$ cat config.mk
export PLATFORM = sky130hd
export DESIGN_NAME = synthesizer_nco_flat
export DESIGN_NICKNAME = d
export VERILOG_FILES = /design/src/rtl/synthesizer_nco_if.sv /design/src/rtl/synthesizer_nco.sv /design/src/flat_wrapper.sv
export SDC_FILE = /design/constraint.sdc
export NUM_CORES = 1
export LEC_CHECK = 0
export CORE_MARGIN = 2
export CORE_UTILIZATION = 45
export DETAILED_ROUTE_END_ITERATION = 10
export HOLD_SLACK_MARGIN = 0.02
export PLACE_DENSITY = 0.66
export REMOVE_ABC_BUFFERS = 1
export SKIP_LAST_GASP = 1
export SYNTH_ARGS = -nofsm -noshare
export SYNTH_HDL_FRONTEND = slang
export SYNTH_SLANG_ARGS = --single-unit
$ cat constraint.sdc
create_clock -name clk -period 3.9 [get_ports clk]
set_input_delay 0.39 -clock clk [delete_from_list [all_inputs] [get_ports clk]]
set_output_delay 0.39 -clock clk [all_outputs]
set_load 0.1 [all_outputs]
$ cat src/rtl/synthesizer_nco_if.sv
// Sample-request and video-output bundle between the timing logic, the NCO
// video generator and the DAC path.
interface synthesizer_nco_if #(
    parameter int OUT_W    = 8,
    parameter int PHASE_W  = 16,
    parameter int COLOUR_W = 6
);
    logic [PHASE_W-1:0]  freq_word;
    logic                phase_sync;
    logic                in_valid;
    logic [1:0]          mode;
    logic [COLOUR_W-1:0] colourNum;
    logic [OUT_W-1:0]    blank_level;
    logic [7:0]          burst_amp;
    logic                out_valid;
    logic [OUT_W-1:0]    video;
    logic                sat;

    modport master (
        output freq_word, phase_sync, in_valid, mode, colourNum, blank_level, burst_amp,
        input  out_valid, video, sat
    );

    modport slave (
        input  freq_word, phase_sync, in_valid, mode, colourNum, blank_level, burst_amp,
        output out_valid, video, sat
    );
endinterface

$ cat src/rtl/synthesizer_nco.sv
// Composite video sample generator: free-running subcarrier NCO, colour/sine
// lookups, signed modulation and clamped DC offset in a fixed 4-stage pipeline.
module synthesizer_nco #(
    parameter int                OUT_W       = 8,
    parameter int                PHASE_W     = 16,
    parameter int                LUT_AW      = 8,
    parameter int                COLOUR_W    = 6,
    parameter int                SHIFT       = 7,
    parameter logic [LUT_AW-1:0] BURST_PHASE = 'h80
) (
    input logic              clk,
    input logic              reset,
    synthesizer_nco_if.slave bus
);
    localparam logic [1:0] MODE_COLOUR = 2'b00;
    localparam logic [1:0] MODE_BURST  = 2'b10;

    // Quarter-wave sine magnitudes, round(127*sin(k*pi/128)) for k = 0..64.
    localparam int QSIN [0:64] = '{
          0,   3,   6,   9,  12,  16,  19,  22,  25,  28,
         31,  34,  37,  40,  43,  46,  49,  51,  54,  57,
         60,  63,  65,  68,  71,  73,  76,  78,  81,  83,
         85,  88,  90,  92,  94,  96,  98, 100, 102, 104,
        106, 107, 109, 111, 112, 113, 115, 116, 117, 118,
        120, 121, 122, 122, 123, 124, 125, 125, 126, 126,
        126, 127, 127, 127, 127
    };

    function automatic logic signed [7:0] sine_rom(input logic [LUT_AW-1:0] a);
        logic [7:0] a8;
        logic [6:0] idx;
        logic [7:0] mag;
        a8  = 8'(({a, 8'h00}) >> LUT_AW);
        idx = a8[6] ? (7'd64 - {1'b0, a8[5:0]}) : {1'b0, a8[5:0]};
        mag = 8'(QSIN[idx]);
        return a8[7] ? -mag : mag;
    endfunction

    // Colour palette: hue steps by 4 LUT codes, amplitude falls and DC rises with index.
    function automatic logic [LUT_AW-1:0] pha_rom(input logic [COLOUR_W-1:0] c);
        return LUT_AW'({c, 2'b00});
    endfunction

    function automatic logic signed [7:0] amp_rom(input logic [COLOUR_W-1:0] c);
        return 8'd127 - 8'({c, 2'b00});
    endfunction

    function automatic logic [OUT_W-1:0] offset_rom(input logic [COLOUR_W-1:0] c);
        return OUT_W'({c, 2'b00});
    endfunction

    logic [PHASE_W-1:0]      acc;
    logic                    v1, v2, v3;
    logic [LUT_AW-1:0]       ph1, poff1;
    logic signed [7:0]       amp1, amp2, sine2;
    logic [OUT_W-1:0]        off1, off2, off3;
    logic                    blank1, blank2, blank3;
    logic signed [15:0]      prod3;
    logic signed [OUT_W+1:0] sum;

    always_ff @(posedge clk) begin
        if (reset) begin
            acc           <= '0;
            v1            <= 1'b0;
            v2            <= 1'b0;
            v3            <= 1'b0;
            bus.out_valid <= 1'b0;
            bus.video     <= '0;
            bus.sat       <= 1'b0;
        end else begin
            acc <= bus.phase_sync ? '0 : acc + bus.freq_word;
            v1  <= bus.in_valid;
            v2  <= v1;
            v3  <= v2;
            bus.out_valid <= v3;
            if (v3) begin
                if (blank3) begin
                    bus.video <= off3;
                    bus.sat   <= 1'b0;
                end else if (sum[OUT_W+1]) begin
                    bus.video <= '0;
                    bus.sat   <= 1'b1;
                end else if (sum[OUT_W]) begin
                    bus.video <= '1;
                    bus.sat   <= 1'b1;
                end else begin
                    bus.video <= sum[OUT_W-1:0];
                    bus.sat   <= 1'b0;
                end
            end
        end
    end

    // Datapath stages carry no reset; only the valid bits decide what emerges.
    always_ff @(posedge clk) begin
        ph1 <= acc[PHASE_W-1 -: LUT_AW];
        case (bus.mode)
            MODE_COLOUR: begin
                poff1  <= pha_rom(bus.colourNum);
                amp1   <= amp_rom(bus.colourNum);
                off1   <= offset_rom(bus.colourNum);
                blank1 <= 1'b0;
            end
            MODE_BURST: begin
                poff1  <= BURST_PHASE;
                amp1   <= bus.burst_amp;
                off1   <= bus.blank_level;
                blank1 <= 1'b0;
            end
            default: begin
                poff1  <= BURST_PHASE;
                amp1   <= '0;
                off1   <= bus.blank_level;
                blank1 <= 1'b1;
            end
        endcase

        sine2  <= sine_rom(ph1 + poff1);
        amp2   <= amp1;
        off2   <= off1;
        blank2 <= blank1;

        prod3  <= 16'(amp2) * 16'(sine2);
        off3   <= off2;
        blank3 <= blank2;
    end

    always_comb begin
        sum = (OUT_W+2)'(prod3 >>> SHIFT) + $signed({2'b00, off3});
    end
endmodule
$ cat src/flat_wrapper.sv
// flat-port wrapper written by rule: the top's interface ports become plain ports
module synthesizer_nco_flat 
#(
    parameter int                OUT_W       = 8,
    parameter int                PHASE_W     = 16,
    parameter int                LUT_AW      = 8,
    parameter int                COLOUR_W    = 6,
    parameter int                SHIFT       = 7,
    parameter logic [LUT_AW-1:0] BURST_PHASE = 'h80
)
  (clk, reset, bus_freq_word, bus_phase_sync, bus_in_valid, bus_mode, bus_colourNum, bus_blank_level, bus_burst_amp, bus_out_valid, bus_video, bus_sat);
  synthesizer_nco_if #(.OUT_W(OUT_W), .PHASE_W(PHASE_W), .COLOUR_W(COLOUR_W)) bus_i ();
  input logic clk;
  input logic reset;
  input wire logic [$bits(bus_i.freq_word)-1:0] bus_freq_word;
  input wire logic [$bits(bus_i.phase_sync)-1:0] bus_phase_sync;
  input wire logic [$bits(bus_i.in_valid)-1:0] bus_in_valid;
  input wire logic [$bits(bus_i.mode)-1:0] bus_mode;
  input wire logic [$bits(bus_i.colourNum)-1:0] bus_colourNum;
  input wire logic [$bits(bus_i.blank_level)-1:0] bus_blank_level;
  input wire logic [$bits(bus_i.burst_amp)-1:0] bus_burst_amp;
  output wire logic [$bits(bus_i.out_valid)-1:0] bus_out_valid;
  output wire logic [$bits(bus_i.video)-1:0] bus_video;
  output wire logic [$bits(bus_i.sat)-1:0] bus_sat;
  assign bus_i.freq_word = bus_freq_word;
  assign bus_i.phase_sync = bus_phase_sync;
  assign bus_i.in_valid = bus_in_valid;
  assign bus_i.mode = bus_mode;
  assign bus_i.colourNum = bus_colourNum;
  assign bus_i.blank_level = bus_blank_level;
  assign bus_i.burst_amp = bus_burst_amp;
  assign bus_out_valid = bus_i.out_valid;
  assign bus_video = bus_i.video;
  assign bus_sat = bus_i.sat;
  synthesizer_nco #(.OUT_W(OUT_W), .PHASE_W(PHASE_W), .LUT_AW(LUT_AW), .COLOUR_W(COLOUR_W), .SHIFT(SHIFT), .BURST_PHASE(BURST_PHASE)) u_core (.clk(clk), .reset(reset), .bus(bus_i));
endmodule
==> impl_metrics.toml <==
[sta]
setup_viol = 3
fin_crit_sh_pct = 103.3
hold_viol = 0
finClkSkew_ns = 0.01225
slew_headroom_pct = 35.01
fin_ws_ns = -0.1298
final_max_slew_viol_count = 0
rsz0062_at_grt = "true"
fin_setup_tns_ns = -0.2198
post-route-min-period_ns = 4.030
fmax_mhz = 248.2
tightest_slew_ns = 0.9718

[cells_and_area]
drive_gt1_share_pct = 17.98
fillers = 1466
final_util_pct = 57.20
layout_common_cells = "inv_1, dfxtp_1, buf_4"
nNetsFinal = 1133
layout_commonest_cell = "inv_1"
n_antenna_cell = 0
syn2layout_area_growth_pct = 23.77

[die]
start_util_pct = 46.21
die_area_um2 = 18150
row_count = 47
die_w_um = 134.7
core_area_um2 = 16640
dieHeight_um = 134.7
ios = 54

[yosys]
synth-edff-count = 0
async_reset_ff_share_pct = 0
synth_area_leaders = "dfxtp_1, fa_1, ha_1"
ys_ff_latch = 103
ys_types = 73
synth.yosys.seq_area_share_pct = 26.81
yosys_warnings = 0
netlist_instances = 871
synth_top_area_cell = "dfxtp_1"
netlist_area_um2 = 7691
synth_top_area_share_pct = 26.81
synth_ff_type = "dfxtp_1"
avgSynthCellArea_um2 = 8.830

[worst_setup_path]
cp_cell_sequence = "and2_4 -> fa_1 -> inv_1 -> fa_1 -> inv_2 -> fa_1 -> inv_1 -> fa_1 -> inv_2 -> ha_4 -> a21oi_4 -> o21bai_4 -> a21oi_4 -> o21ai_2 -> nor4_1 -> nor3_1 -> xnor2_1"
cp_max_fo = 8
crit_arrival_ns = 4.26
path_common_cell = "fa_1"
critPathBufInv = 4
crit_slowest_cell = "fa_1"
start_kind = "flip-flop"
critPathRequiredTime_ns = 4.13
crit_family = "adder cells"
crit_type = "flip-flop to flip-flop"
cpPeakStageDelay_ns = 0.53
end_kind = "flip-flop"

[power]
p_leak_uw = 0.004103
p_int_uw = 4444
combPwrFrac_pct = 69.3
p_sw_uw = 3108
ir_drop_mv = 0.7346
p_per_area_nw_per_um2 = 793.4
clkPwrFrac_pct = 12.5
p_sw_share_pct = 41.15
seqPwrFrac_pct = 18.3

[clock_network]
clock_sinks = 103
clkTransAtPathRegs_ns = 0.07
worstSkewPairLatency_ns = 0.35
h-tree-depth = 3
cts_tree = "yes"
clk_path_buf_depth = 2
clock-root-buffer = "clkbuf_16"
cts_buffers = 9

[global_route]
grt_usage_pct = 20.24
grt_pass1_wl_mm = 29.70
grt_overflow = 0
antenna_found_initial = 0
grt_max_degree = 34
grt_pass1_vias = 6220

[routing]
wire_per_inst_um = 14.46
ant_nets = 0
drt_iter0_markers = 358
vias_per_cell = 5.255
routed_wirelength_mm = 17.34
dr.pass1.iters = 6
vias = 6301
drc = 0

[hold_path]
hp-class = "flip-flop to flip-flop"

[status]
violations = "setup timing"
status = "finished with violations"

[place]
gp_congestion = 0.9541
dpl.hpwl_mm = 13.47
io_buffers = 53

[flow_run]
cap_violations = 0
==> logic make-up after synthesis <==
kind of cell	count (synthesis)	synth area share, %
buf+inv	140	6.995
compound gates	180	15.39
xor+xnor	44	5.287
mux	14	1.985
simple gates	275	19.36
flops	103	26.81
fa+ha+maj	115	24.17
==> worst register-to-register path, stage by stage (launching register included) <==
cell,delay [ns]
dfxtp_4,0.37
and2_4,0.14
fa_1,0.49
inv_1,0.05
fa_1,0.50
inv_2,0.04
fa_1,0.53
inv_1,0.05
fa_1,0.49
inv_2,0.05
ha_4,0.22
a21oi_4,0.18
o21bai_4,0.10
a21oi_4,0.16
o21ai_2,0.10
nor4_1,0.23
nor3_1,0.09
xnor2_1,0.12
==> layer usage <==
layer	GRT usage (%)	vias to the layer above	part of all wire [%]
li1	-	3141	-
met1	27.03	3004	46
met2	33.93	136	48
met3	4.242	20	4.8
met4	4.327	0	1.4
met5	0	-	0
==> power groups by stage <==
stage | clock network [uW] | logic [uW] | registers, uW
detailed placement | 0 | 4450 | 1390
global placement | 0 | 4310 | 1390
global route | 1010 | 5930 | 1400
finish | 940 | 5230 | 1380
CTS | 962 | 5130 | 1380
floorplan | 0 | 3110 | 1420
==> stage by stage <==
stage | total power (uW) | hold WS, ns | std cells | setup WS (ns) | cell area (um2)
2_1_floorplan | 4527 | 0.3096 | 839 | -0.3777 | 7559
6_report | 7552 | 0.3264 | 1199 | -0.1298 | 9519
3_3_place_gp | 5696 | 0.3098 | 1174 | -0.4393 | 8855
3_5_place_dp | 5840 | 0.3121 | 1174 | -0.4872 | 8855
4_1_cts | 7471 | 0.3292 | 1197 | -0.08623 | 9444
5_1_grt | 8332 | 0.3318 | 1199 | -0.2951 | 9519
==> final timing paths <==
kind                          startpoint                       end  slack (ns)  depth (start not counted)
hold reg to reg   u_core.amp1[6]$_DFF_P_    u_core.amp2[6]$_DFF_P_        0.33                          0
setup reg to reg  u_core.amp2[6]$_DFF_P_  u_core.prod3[15]$_DFF_P_       -0.13                         17
hold / removal    u_core.amp1[6]$_DFF_P_    u_core.amp2[6]$_DFF_P_        0.33                          0
setup / recovery  u_core.amp2[6]$_DFF_P_  u_core.prod3[15]$_DFF_P_       -0.13                         17
==> timing repair <==
item | in CTS | in global routing
hold buffers | 0 | 0
endpoints found under the hold margin | 0 | 0
setup buffers | 7 | 3
resized for setup | 63 | 17
endpoints found under the setup margin | 6 | 8
pin swaps | 41 | 7
==> synth_stat cells, types with 5 or more instances <==
cell      count
nand2b_1     12
xnor2_1      30
nor4_1        5
nand3_1      24
clkbuf_1     25
nor2b_1      26
fa_1         56
nand2_1      46
and3_1        8
a31oi_1       8
nor2_1       52
and2_1       50
a21o_1        6
a21boi_0      6
inv_1       108
mux2_2       10
o21a_1        5
a21oi_1      49
xor2_1       12
dfxtp_1     103
o211ai_1      8
nand4_1       7
ha_1         59
or3_1         7
nor3_1       11
o21ai_0      46
==> area by class of cell <==
class | instances | area, um2 | share of cell area, %
repair buffers | 124 | 1107 | 11.63
well taps | 220 | 275.3 | 2.892
clock inverters | 6 | 81.33 | 0.8544
flip-flops and latches | 103 | 2090 | 21.95
inverters | 108 | 405.4 | 4.259
clock buffers | 10 | 239.0 | 2.511
multi-input cells | 628 | 5321 | 55.90
==> state kept, by name (all words and copies together), names as in the netlist, 6 cells and up <==
register / flops
u_core.acc: 16
u_core.prod3: 9
u_core.amp1: 8
u_core.amp2: 8
u_core.bus.video: 8
u_core.off1: 8
u_core.off2: 8
u_core.off3: 8
u_core.ph1: 8
u_core.sine2: 8
u_core.poff1: 6
(Power assumes the default switching activity.)
